`config.mk`:
```
export PLATFORM = sky130hd
export DESIGN_NAME = pe_rdata_collector_flat
export DESIGN_NICKNAME = d
export VERILOG_FILES = /design/src/rtl/pe_pkg.sv /design/src/rtl/pe_rdata_collector_if.sv /design/src/rtl/pe_sync_fifo.sv /design/src/rtl/pe_rdata_collector.sv /design/src/flat_wrapper.sv
export SDC_FILE = /design/constraint.sdc
export NUM_CORES = 1
export LEC_CHECK = 0
export ABC_AREA = 1
export BUFFER_PORTS_ARGS = -buffer_cell sky130_fd_sc_hd__buf_4
export CORE_MARGIN = 2
export CORE_UTILIZATION = 50
export DETAILED_ROUTE_END_ITERATION = 8
export MAX_ROUTING_LAYER = met4
export PLACE_DENSITY = 0.67
export SYNTH_ARGS = -nofsm -noshare
export SYNTH_HDL_FRONTEND = slang
export SYNTH_HIERARCHICAL = 1
export SYNTH_SLANG_ARGS = --single-unit
```
`constraint.sdc`:
```
create_clock -name clk -period 4 [get_ports clk]
set_input_delay 0.4 -clock clk [delete_from_list [all_inputs] [get_ports clk]]
set_output_delay 0.4 -clock clk [all_outputs]
set_load 0.02 [all_outputs]
```
`src/rtl/pe_pkg.sv`:
```
// Shared types and defaults for the PE read-data collection path.
package pe_pkg;
   localparam int WID_BUS_DEF   = 32;
   localparam int MAX_BEATS_DEF = 64;

   typedef struct packed {
      logic                   last;
      logic [WID_BUS_DEF-1:0] data;
   } beat_t;
endpackage

```
`src/rtl/pe_rdata_collector_if.sv`:
```
// Read-data stream from pe_cell plus the buffered valid/ready stream toward the host.
interface pe_rdata_collector_if #(
   parameter int WID_BUS = pe_pkg::WID_BUS_DEF
) ();
   logic [WID_BUS-1:0] rdata;
   logic               rdata_valid;
   logic               rdata_last;
   logic               rdata_busy;
   logic [WID_BUS-1:0] m_data;
   logic               m_valid;
   logic               m_last;
   logic               m_ready;

   // master: the surrounding system (pe_cell producer and host consumer)
   modport master (
      output rdata, rdata_valid, rdata_last, m_ready,
      input  rdata_busy, m_data, m_valid, m_last
   );

   // slave: the collector itself
   modport slave (
      input  rdata, rdata_valid, rdata_last, m_ready,
      output rdata_busy, m_data, m_valid, m_last
   );
endinterface

```
`src/rtl/pe_sync_fifo.sv`:
```
// Show-ahead synchronous FIFO with registered full flag and occupancy count.
module pe_sync_fifo #(
   parameter int WIDTH = 33,
   parameter int DEPTH = 16
) (
   input  logic                     clk,
   input  logic                     rst,
   input  logic                     push,
   input  logic [WIDTH-1:0]         wdata,
   input  logic                     pop,
   output logic [WIDTH-1:0]         rdata,
   output logic                     full,
   output logic                     empty,
   output logic [$clog2(DEPTH):0]   level
);
   localparam int AW = $clog2(DEPTH);
   localparam int LW = AW + 1;

   logic [WIDTH-1:0] mem_q [DEPTH];
   logic [AW-1:0]    wr_ptr_q, wr_ptr_d;
   logic [AW-1:0]    rd_ptr_q, rd_ptr_d;
   logic [LW-1:0]    level_q, level_d;
   logic             full_q, full_d;
   logic             wr_en, rd_en;

   assign wr_en = push && !full_q;
   assign rd_en = pop && (level_q != '0);

   always_comb begin
      wr_ptr_d = wr_ptr_q;
      rd_ptr_d = rd_ptr_q;
      level_d  = level_q;
      if (wr_en) wr_ptr_d = wr_ptr_q + 1'b1;
      if (rd_en) rd_ptr_d = rd_ptr_q + 1'b1;
      case ({wr_en, rd_en})
         2'b10:   level_d = level_q + 1'b1;
         2'b01:   level_d = level_q - 1'b1;
         default: level_d = level_q;
      endcase
      full_d = (level_d == LW'(DEPTH));
   end

   always_ff @(posedge clk or posedge rst) begin
      if (rst) begin
         wr_ptr_q <= '0;
         rd_ptr_q <= '0;
         level_q  <= '0;
         full_q   <= 1'b0;
      end else begin
         wr_ptr_q <= wr_ptr_d;
         rd_ptr_q <= rd_ptr_d;
         level_q  <= level_d;
         full_q   <= full_d;
      end
   end

   // Storage carries no reset; stale entries are hidden by the empty mask below.
   always_ff @(posedge clk) begin
      if (wr_en) mem_q[wr_ptr_q] <= wdata;
   end

   assign rdata = (level_q == '0) ? '0 : mem_q[rd_ptr_q];
   assign full  = full_q;
   assign empty = (level_q == '0);
   assign level = level_q;
endmodule

```
`src/rtl/pe_rdata_collector.sv`:
```
// Buffers the pe_cell read-data stream, enforces a maximum frame length and counts emitted frames.
module pe_rdata_collector
   import pe_pkg::*;
#(
   parameter int WID_BUS   = WID_BUS_DEF,
   parameter int DEPTH     = 16,
   parameter int MAX_BEATS = MAX_BEATS_DEF,
   parameter int WID_FCNT  = 16
) (
   input  logic                   clk,
   input  logic                   rst,
   pe_rdata_collector_if.slave    bus,
   output logic [WID_FCNT-1:0]    frame_cnt,
   output logic                   len_err,
   input  logic                   clr_err,
   output logic [$clog2(DEPTH):0] fifo_level
);
   logic [WID_BUS:0]      head;
   logic                  fifo_full, fifo_empty;
   logic                  push, pop, tag_last, forced;
   logic [15:0]           beat_cnt_q, beat_cnt_d;
   logic [WID_FCNT-1:0]   frame_cnt_q, frame_cnt_d;
   logic                  len_err_q, len_err_d;

   assign push     = bus.rdata_valid && !fifo_full;
   assign pop      = !fifo_empty && bus.m_ready;
   assign tag_last = bus.rdata_last || (beat_cnt_q == 16'(MAX_BEATS - 1));
   assign forced   = tag_last && !bus.rdata_last;

   pe_sync_fifo #(
      .WIDTH (WID_BUS + 1),
      .DEPTH (DEPTH)
   ) u_fifo (
      .clk   (clk),
      .rst   (rst),
      .push  (push),
      .wdata ({tag_last, bus.rdata}),
      .pop   (pop),
      .rdata (head),
      .full  (fifo_full),
      .empty (fifo_empty),
      .level (fifo_level)
   );

   always_comb begin
      beat_cnt_d  = beat_cnt_q;
      frame_cnt_d = frame_cnt_q;
      len_err_d   = len_err_q;
      if (push) beat_cnt_d = tag_last ? 16'd0 : beat_cnt_q + 16'd1;
      if (pop && head[WID_BUS]) frame_cnt_d = frame_cnt_q + 1'b1;
      // A forced termination outranks a clear landing on the same edge.
      if (push && forced)  len_err_d = 1'b1;
      else if (clr_err)    len_err_d = 1'b0;
   end

   always_ff @(posedge clk or posedge rst) begin
      if (rst) begin
         beat_cnt_q  <= '0;
         frame_cnt_q <= '0;
         len_err_q   <= 1'b0;
      end else begin
         beat_cnt_q  <= beat_cnt_d;
         frame_cnt_q <= frame_cnt_d;
         len_err_q   <= len_err_d;
      end
   end

   assign bus.rdata_busy = fifo_full;
   assign bus.m_valid    = !fifo_empty;
   assign bus.m_data     = head[WID_BUS-1:0];
   assign bus.m_last     = head[WID_BUS];
   assign frame_cnt      = frame_cnt_q;
   assign len_err        = len_err_q;
endmodule

```
`src/flat_wrapper.sv`:
```
// flat-port wrapper written by rule: the top's interface ports become plain ports
module pe_rdata_collector_flat import pe_pkg::*;
#(
   parameter int WID_BUS   = WID_BUS_DEF,
   parameter int DEPTH     = 16,
   parameter int MAX_BEATS = MAX_BEATS_DEF,
   parameter int WID_FCNT  = 16
)
  (clk, rst, frame_cnt, len_err, clr_err, fifo_level, bus_rdata, bus_rdata_valid, bus_rdata_last, bus_m_ready, bus_rdata_busy, bus_m_data, bus_m_valid, bus_m_last);
  pe_rdata_collector_if #(.WID_BUS(WID_BUS)) bus_i ();
  input  logic clk;
  input  logic rst;
  output logic [WID_FCNT-1:0] frame_cnt;
  output logic len_err;
  input  logic clr_err;
  output logic [$clog2(DEPTH):0] fifo_level;
  input wire logic [$bits(bus_i.rdata)-1:0] bus_rdata;
  input wire logic [$bits(bus_i.rdata_valid)-1:0] bus_rdata_valid;
  input wire logic [$bits(bus_i.rdata_last)-1:0] bus_rdata_last;
  input wire logic [$bits(bus_i.m_ready)-1:0] bus_m_ready;
  output wire logic [$bits(bus_i.rdata_busy)-1:0] bus_rdata_busy;
  output wire logic [$bits(bus_i.m_data)-1:0] bus_m_data;
  output wire logic [$bits(bus_i.m_valid)-1:0] bus_m_valid;
  output wire logic [$bits(bus_i.m_last)-1:0] bus_m_last;
  assign bus_i.rdata = bus_rdata;
  assign bus_i.rdata_valid = bus_rdata_valid;
  assign bus_i.rdata_last = bus_rdata_last;
  assign bus_i.m_ready = bus_m_ready;
  assign bus_rdata_busy = bus_i.rdata_busy;
  assign bus_m_data = bus_i.m_data;
  assign bus_m_valid = bus_i.m_valid;
  assign bus_m_last = bus_i.m_last;
  pe_rdata_collector #(.WID_BUS(WID_BUS), .DEPTH(DEPTH), .MAX_BEATS(MAX_BEATS), .WID_FCNT(WID_FCNT)) u_core (.clk(clk), .rst(rst), .bus(bus_i), .frame_cnt(frame_cnt), .len_err(len_err), .clr_err(clr_err), .fifo_level(fifo_level));
endmodule
```
; ---- Word-level counts from Yosys, hierarchy flattened
; Memory sizes are Yosys's and may differ from the RTL's.
; Index checks and enable logic that the tools add are counted.
[word_totals]
reg_bits = 47
mem_bits_rw = 528
output_inout_bits = 57
mem_count = 1
word_cells = 39
inputBits = 38
[mem_list]
columns = name, depth, word_bits, rd, rd_ports_with_merged_regs, wr, line
row1 = u_core.u_fifo.mem_q, 16, 33, 1, 0, 1, pe_sync_fifo.sv:19  ; logic [WIDTH-1:0] mem_q [DEPTH];
[op_classes]
n_eq_ne = 4
muxes = 7
add_sub_neg = 6
n_reduce_logical = 14
[op_table]
columns = operator, count
row1 = 33-bit 2-to-1 mux, 1
row2 = "16-bit by 1-bit adder with 16-bit output, second input constant", 2
row3 = "16-bit by 6-bit equality test with 1-bit output, second input constant", 1
row4 = 16-bit 2-to-1 mux, 1
row5 = 5-bit one-hot mux with 2 select lines, 1
row6 = "4-bit by 1-bit adder with 4-bit output, second input constant", 2
row7 = 1-bit logical AND, 7
row8 = "5-bit by 1-bit adder with 5-bit output, second input constant", 1
row9 = "5-bit equality test, second input constant", 1
row10 = 5-bit zero test, 1
row11 = 5-bit nonzero test, 1
row12 = "5-bit by 1-bit subtractor with 5-bit output, second input constant", 1
row13 = 1-bit 2-to-1 mux, 4
row14 = 1-bit zero test, 3
row15 = "2-bit by 1-bit equality test with 1-bit output, second input constant", 1
row16 = "2-bit equality test, second input constant", 1
row17 = 2-bit nonzero test, 1
row18 = 1-bit logical OR, 1

; ---- Longest topological paths before layout
[depth]
word_depth = 7
ltp_mapped = 19
depth_no_buf = 19

; ---- By module
; The synthesis kept the hierarchy.
[by_module_without_submodules]
columns = module, cells_per_inst, seq_area_each_um2, area_each_um2, n_inst
row1 = pe_sync_fifo, 1568, 16205.5, 21350.5, 1
row2 = pe_rdata_collector, 229, 825.8, 1809.2, 1

; ---- Least setup slack after synthesis
; Ideal clock, no wire load.
[synth_path]
path_kind = register -> register
startpoint = register u_core.u_fifo.full_q, in the netlist u_core/u_fifo/full
endpoint = memory u_core.u_fifo.mem_q[11][0], enable pin
arrival_time_ns = 2.635
slack_ns = 0.942
setup_ns = 0.423
required_time_ns = 3.577
period_less_slack_ns = 3.058
stages_incl_launch_ff = 8
n_path_buf = 0
cell_sequence = dfrtp_1 -> inv_1 -> nand2_2 -> inv_1 -> inv_1 -> nor2_4 -> nand2_1 -> nor2_1
[synth_between]
elab_chain_len = 5
[synth_lines]
columns = item, line
row1 = start: declaration, pe_sync_fifo.sv:23  ; logic full_q, full_d;
row2 = start signal: assignment, pe_sync_fifo.sv:53  ; full_q <= full_d;
row3 = 1-bit zero test, pe_rdata_collector.sv:25  ; assign push = bus.rdata_valid && !fifo_full;
row4 = 1-bit logical AND, pe_rdata_collector.sv:25
row5 = via u_core.push, pe_rdata_collector.sv:20  ; logic push, pop, tag_last, forced;
row6 = 1-bit logical AND, pe_sync_fifo.sv:26  ; assign wr_en = push && !full_q;
row7 = 1-bit 2-to-1 mux, pe_sync_fifo.sv:59  ; if (wr_en) mem_q[wr_ptr_q] <= wdata;
row8 = 1-bit 2-to-1 mux (implied by the code), pe_sync_fifo.sv:59
row9 = end: declaration, pe_sync_fifo.sv:19
; The timed path passes the listed nets, and every way through them passes these cells.

; ---- Worst setup path after layout
[layout_path]
startpoint = register u_core.u_fifo.rd_ptr_q[0]
endpoint = output port bus_m_data[4]
[layout_between]
elab_chain_len = 2
[layout_lines]
columns = item, line
row1 = start: declaration, pe_sync_fifo.sv:21  ; logic [AW-1:0] rd_ptr_q, rd_ptr_d;
row2 = start signal: assignment, pe_sync_fifo.sv:51  ; rd_ptr_q <= rd_ptr_d;
row3 = memory 16 x 33 bit, --
row4 = 33-bit 2-to-1 mux, pe_sync_fifo.sv:62  ; assign rdata = (level_q == '0) ? '0 : mem_q[rd_ptr_q];
row5 = end: declaration, flat_wrapper.sv:22  ; output wire logic [$bits(bus_i.m_data)-1:0] bus_m_data;
; No other way between the ends.

==> flow_summary.html <==
<table>
<tr><th>Metric</th><th>Value</th></tr>
<tr><th colspan="2">Status</th></tr>
<tr><td>Result of the run</td><td>finished, final reports clean</td></tr>
<tr><th colspan="2">Worst setup path</th></tr>
<tr><td>Most common cell on crit path</td><td>sky130_fd_sc_hd__buf_4</td></tr>
<tr><td>Critical path arrival</td><td>between 3 and 4 ns</td></tr>
<tr><td>Critical Path Slowest Stage Cell</td><td>sky130_fd_sc_hd__buf_4</td></tr>
<tr><td>Worst Path Class, Setup</td><td>reg -&gt; out</td></tr>
<tr><td>Element type at the critical path end</td><td>primary output</td></tr>
<tr><td>Endpoint required time on the critical path</td><td>about 3.6 ns</td></tr>
<tr><td>Type of element launching the critical path</td><td>register</td></tr>
<tr><td>Critical-path cell list</td><td>buf_4, o21ai_0, o221ai_1, nand3_1, a21oi_1, buf_4</td></tr>
<tr><td>Largest stage delay, worst path</td><td>roughly 0.8 ns</td></tr>
<tr><td>CP Max Fanout</td><td>between 100 and 150</td></tr>
<tr><th colspan="2">Synth</th></tr>
<tr><td>Post-Syn Area per Cell</td><td>between 10 and 15 um2</td></tr>
<tr><td>Syn Nets</td><td>roughly 1800</td></tr>
<tr><td>Post-synthesis sequential element count</td><td>around 580</td></tr>
<tr><td>Number of unique standard cell types used by synthesis</td><td>36</td></tr>
<tr><td>Total number of yosys warnings</td><td>6</td></tr>
<tr><td>Instance count of the mapped netlist</td><td>approximately 1800</td></tr>
<tr><td>Sequential fraction of the synthesis area</td><td>about three quarters</td></tr>
<tr><td>Cell Area, Synth</td><td>about 23000 um2</td></tr>
<tr><th colspan="2">Hold path</th></tr>
<tr><td>Path category of the worst min-delay check</td><td>in -&gt; reg</td></tr>
<tr><th colspan="2">Place</th></tr>
<tr><td>Number of buffers added on ports</td><td>94</td></tr>
<tr><td>Post-placement worst setup slack</td><td>approximately 1.1 ns</td></tr>
<tr><td>GPL Wtd Cong</td><td>0.859</td></tr>
<tr><td>HPWL reported at the end of detailed placement</td><td>between 20000 and 30000 um</td></tr>
<tr><th colspan="2">CTS</th></tr>
<tr><td>Clock Latency Late Sink</td><td>~0.62 ns</td></tr>
<tr><td>Root Driver</td><td>sky130_fd_sc_hd__clkbuf_16</td></tr>
<tr><td>Count of clock tree sinks</td><td>between 500 and 600</td></tr>
<tr><td>H-tree depth reported by CTS</td><td>2</td></tr>
<tr><td>Clock buffer count from CTS</td><td>57</td></tr>
<tr><td>Maximum clock insertion buffer count</td><td>3</td></tr>
<tr><td>CTS tree</td><td>built</td></tr>
<tr><td>Clock slew at the register clock pins of the worst setup and hold paths</td><td>approximately 0.060 ns</td></tr>
<tr><th colspan="2">Timing</th></tr>
<tr><td>Worst Tran Pin Value</td><td>1.12 ns</td></tr>
<tr><td>Min Hold Slack</td><td>roughly 0.067 ns</td></tr>
<tr><td>Number of endpoints with negative hold slack in the final report</td><td>0</td></tr>
<tr><td>Final clock skew</td><td>approximately 0.012 ns</td></tr>
<tr><td>Slew Limit Fails</td><td>0</td></tr>
<tr><td>Setup-violating endpoint count in the final report</td><td>0</td></tr>
<tr><td>Top achievable clock speed</td><td>approximately 290 MHz</td></tr>
<tr><td>Period utilization</td><td>86.5%</td></tr>
<tr><td>Least setup slack across all paths after layout</td><td>roughly 0.54 ns</td></tr>
<tr><td>Fin Setup TNS</td><td>0 ns</td></tr>
<tr><td>Unrepaired setup endpoints after global routing</td><td>no</td></tr>
<tr><td>Worst relative slew slack</td><td>roughly a quarter</td></tr>
<tr><td>Final Critical Period</td><td>around 3.5 ns</td></tr>
<tr><th colspan="2">Route</th></tr>
<tr><td>Routed vias/inst</td><td>slightly below 6</td></tr>
<tr><td>DRC marker count from the first detailed-route iteration</td><td>1505</td></tr>
<tr><td>Antenna Nets Post-Route</td><td>0</td></tr>
<tr><td>Per-cell routed wire length</td><td>around 23 um</td></tr>
<tr><td>Routed WL</td><td>approximately 57000 um</td></tr>
<tr><td>Number of remaining DRC errors</td><td>0</td></tr>
<tr><td>Total number of vias</td><td>14983</td></tr>
<tr><td>Number of optimization iterations in the first detailed-route pass</td><td>7</td></tr>
<tr><th colspan="2">Finish</th></tr>
<tr><td>Layout filler cell count</td><td>around 3500</td></tr>
<tr><td>Final net count</td><td>just under 2000</td></tr>
<tr><td>Footprint of the multi-input gates</td><td>around 5500 um2</td></tr>
<tr><td>FF/Latch Area</td><td>about 17000 um2</td></tr>
<tr><td>Fraction of layout cells with a size suffix above 1</td><td>a little over an eighth</td></tr>
<tr><td>Area overhead of the layout relative to synthesis</td><td>14.6%</td></tr>
<tr><th colspan="2">Floorplan</th></tr>
<tr><td>I/O pin count</td><td>between 90 and 100</td></tr>
<tr><td>Die outline width</td><td>219 um</td></tr>
<tr><td>Standard-cell row count</td><td>78</td></tr>
<tr><td>Area of the die</td><td>approximately 48000 um2</td></tr>
<tr><td>Overall die height</td><td>~220 um</td></tr>
<tr><td>Core region area</td><td>approximately 46000 um2</td></tr>
<tr><td>Effective utilization at floorplan</td><td>just over 50%</td></tr>
<tr><th colspan="2">Global route</th></tr>
<tr><td>Largest net degree at the start of global routing</td><td>157</td></tr>
<tr><td>Number of global-route vias before repair</td><td>roughly 14000</td></tr>
<tr><td>Congestion Overflow GR</td><td>0</td></tr>
<tr><td>First-pass GRT wire length</td><td>around 86000 um</td></tr>
<tr><td>Number of antenna violations at the first check in global routing</td><td>4</td></tr>
<tr><td>Total track usage</td><td>24.6%</td></tr>
<tr><th colspan="2">Job</th></tr>
<tr><td>MaxCap Viol Count</td><td>0</td></tr>
<tr><th colspan="2">Pwr</th></tr>
<tr><td>Worst IR Drop VDD</td><td>around 0.0007 V</td></tr>
<tr><td>Leak pwr</td><td>9.02 nW</td></tr>
<tr><td>Power per cell area</td><td>747 nW/um2</td></tr>
</table>
Yosys cell counts:
master                     instances  area share [%]
sky130_fd_sc_hd__nand2_1          84             1.4
sky130_fd_sc_hd__nand4_1          11            0.30
sky130_fd_sc_hd__buf_2            27            0.58
sky130_fd_sc_hd__clkbuf_1         65             1.1
sky130_fd_sc_hd__o221ai_1         96             3.6
sky130_fd_sc_hd__nor2_1          365             5.9
sky130_fd_sc_hd__o22ai_1          36            0.97
sky130_fd_sc_hd__xnor2_1           9            0.34
sky130_fd_sc_hd__nand3b_2          1           0.049
sky130_fd_sc_hd__or2_2             1           0.027
sky130_fd_sc_hd__o21bai_1          2           0.065
sky130_fd_sc_hd__o21ai_0         277             6.0
sky130_fd_sc_hd__nand2_2           3           0.081
sky130_fd_sc_hd__nand3_2           1           0.043
sky130_fd_sc_hd__inv_4             1           0.027
sky130_fd_sc_hd__xor2_1           17            0.64
sky130_fd_sc_hd__nor2_2            6            0.16
sky130_fd_sc_hd__buf_6             7            0.34
sky130_fd_sc_hd__buf_4             6            0.19
sky130_fd_sc_hd__edfxtp_1        528              68
sky130_fd_sc_hd__o21ai_2           1           0.038
sky130_fd_sc_hd__inv_1            52            0.84
sky130_fd_sc_hd__mux2_2            1           0.049
sky130_fd_sc_hd__nand3_1          71             1.5
sky130_fd_sc_hd__nor2_4            3            0.15
sky130_fd_sc_hd__ha_1              9            0.49
sky130_fd_sc_hd__o21ai_1          16            0.35
sky130_fd_sc_hd__nor3_1            1           0.022
sky130_fd_sc_hd__clkbuf_2          1           0.022
sky130_fd_sc_hd__clkinv_1          2           0.032
sky130_fd_sc_hd__nand2_4           3            0.15
sky130_fd_sc_hd__nand3_4           1           0.076
sky130_fd_sc_hd__inv_2             3           0.049
sky130_fd_sc_hd__a21oi_1          38            0.82
sky130_fd_sc_hd__dfrtp_1          47             5.1
sky130_fd_sc_hd__buf_1             5           0.081
placed cells by master, fill, tap and decap left out, types with 17 or more instances in the layout:
cell,synthesis,routed
sky130_fd_sc_hd__a21oi_1,38,38
sky130_fd_sc_hd__buf_4,6,122
sky130_fd_sc_hd__clkbuf_16,0,57
sky130_fd_sc_hd__dfrtp_1,47,44
sky130_fd_sc_hd__edfxtp_1,528,528
sky130_fd_sc_hd__inv_1,52,50
sky130_fd_sc_hd__nand2_1,84,84
sky130_fd_sc_hd__nand3_1,71,71
sky130_fd_sc_hd__nor2_1,365,349
sky130_fd_sc_hd__nor2_4,3,19
sky130_fd_sc_hd__o21ai_0,277,277
sky130_fd_sc_hd__o221ai_1,96,96
sky130_fd_sc_hd__o22ai_1,36,36
sky130_fd_sc_hd__xor2_1,17,17
power by group:
part,internal [mW],leakage (nW),switching (mW),total [mW]
Sequential,7.25,5.38,0.273,7.52
Combinational,2.17,2.74,4.84,7.02
Clock,3.07,0.892,2.22,5.30
critical path, delay by kind of cell, from the launching register on:
family          cells  cell delay [ns]
compound gates      3             0.82
simple gates        1             0.11
flops               1             0.46
buf+inv             2             1.02
state kept, by name, indices dropped and copies added, names as in the netlist:
register                cells
u_core/beat_cnt_q          16
u_core/frame_cnt           16
u_core/len_err              1
u_core/u_fifo/full          1
u_core/u_fifo/level         5
u_core/u_fifo/mem_q       528
u_core/u_fifo/rd_ptr_q      4
u_core/u_fifo/wr_ptr_q      4
per-layer routing:
| metal | vias to the layer above | track usage [%] | routed length [um] |
|---|---|---|---|
| li1 | 6809 | - | - |
| met1 | 7525 | 32.9 | 23800 |
| met2 | 544 | 39.3 | 27900 |
| met3 | 105 | 3.62 | 4080 |
| met4 | 0 | 7.97 | 1520 |
| met5 | - | - | 0 |
cell type report:
cell class | instances | area share [%]
flip-flops and latches | 575 | 64.2
repair buffers | 136 | 4.43
multi-input cells | 1053 | 20.7
clock buffers | 73 | 5.60
inverters | 58 | 0.853
clock inverters | 33 | 1.31
well taps | 600 | 2.83
diodes | 4 | 0.0377
stage by stage:
step | cell area [um2] | utilization, % | power (mW) | instances
2_1_floorplan | 23200 | - | 12.0 | 1797
5_1_grt | 26500 | 58.2 | 20.8 | 2532
6_report | 26500 | 58.2 | 19.8 | 2532
4_1_cts | 26500 | 58.2 | 19.9 | 2528
3_3_place_gp | 24700 | 54.1 | 14.5 | 2420
3_5_place_dp | 24700 | 54.1 | 14.6 | 2420
cells by family after synthesis:
group / share of synthesized area, %
adder cells (fa/ha/maj): 0.486
AND/OR/NAND/NOR: 9.86
multiplexers: 0.0486
flip-flops: 73.5
XOR/XNOR: 0.983
AO/OA/AOI/OAI: 11.9
buffers and inverters: 3.23
repair_timing:
action	4_1_cts	5_1_grt
hold endpoints to repair	23	0
buffers inserted	0	0
hold buffers	2	0
resized for setup	0	0
endpoints found under the setup margin	0	0
final timing paths:
path                                           start  cells after the start  slack (ns)                          end
min in group asynchronous                        rst                      3        0.32               u_core/len_err
hold / removal                         bus_rdata[19]                      1        0.07  u_core/u_fifo/mem_q[12][19]
setup / recovery           u_core/u_fifo/rd_ptr_q[0]                      6        0.54                bus_m_data[4]
max in group asynchronous                        rst                      4        3.01          u_core/frame_cnt[9]
setup reg to reg              u_core/u_fifo/level[0]                     13        1.05           u_core/u_fifo/full
hold reg to reg                 u_core/frame_cnt[15]                      1        0.48         u_core/frame_cnt[15]
No activity file was read; power rests on OpenSTA's default activity.
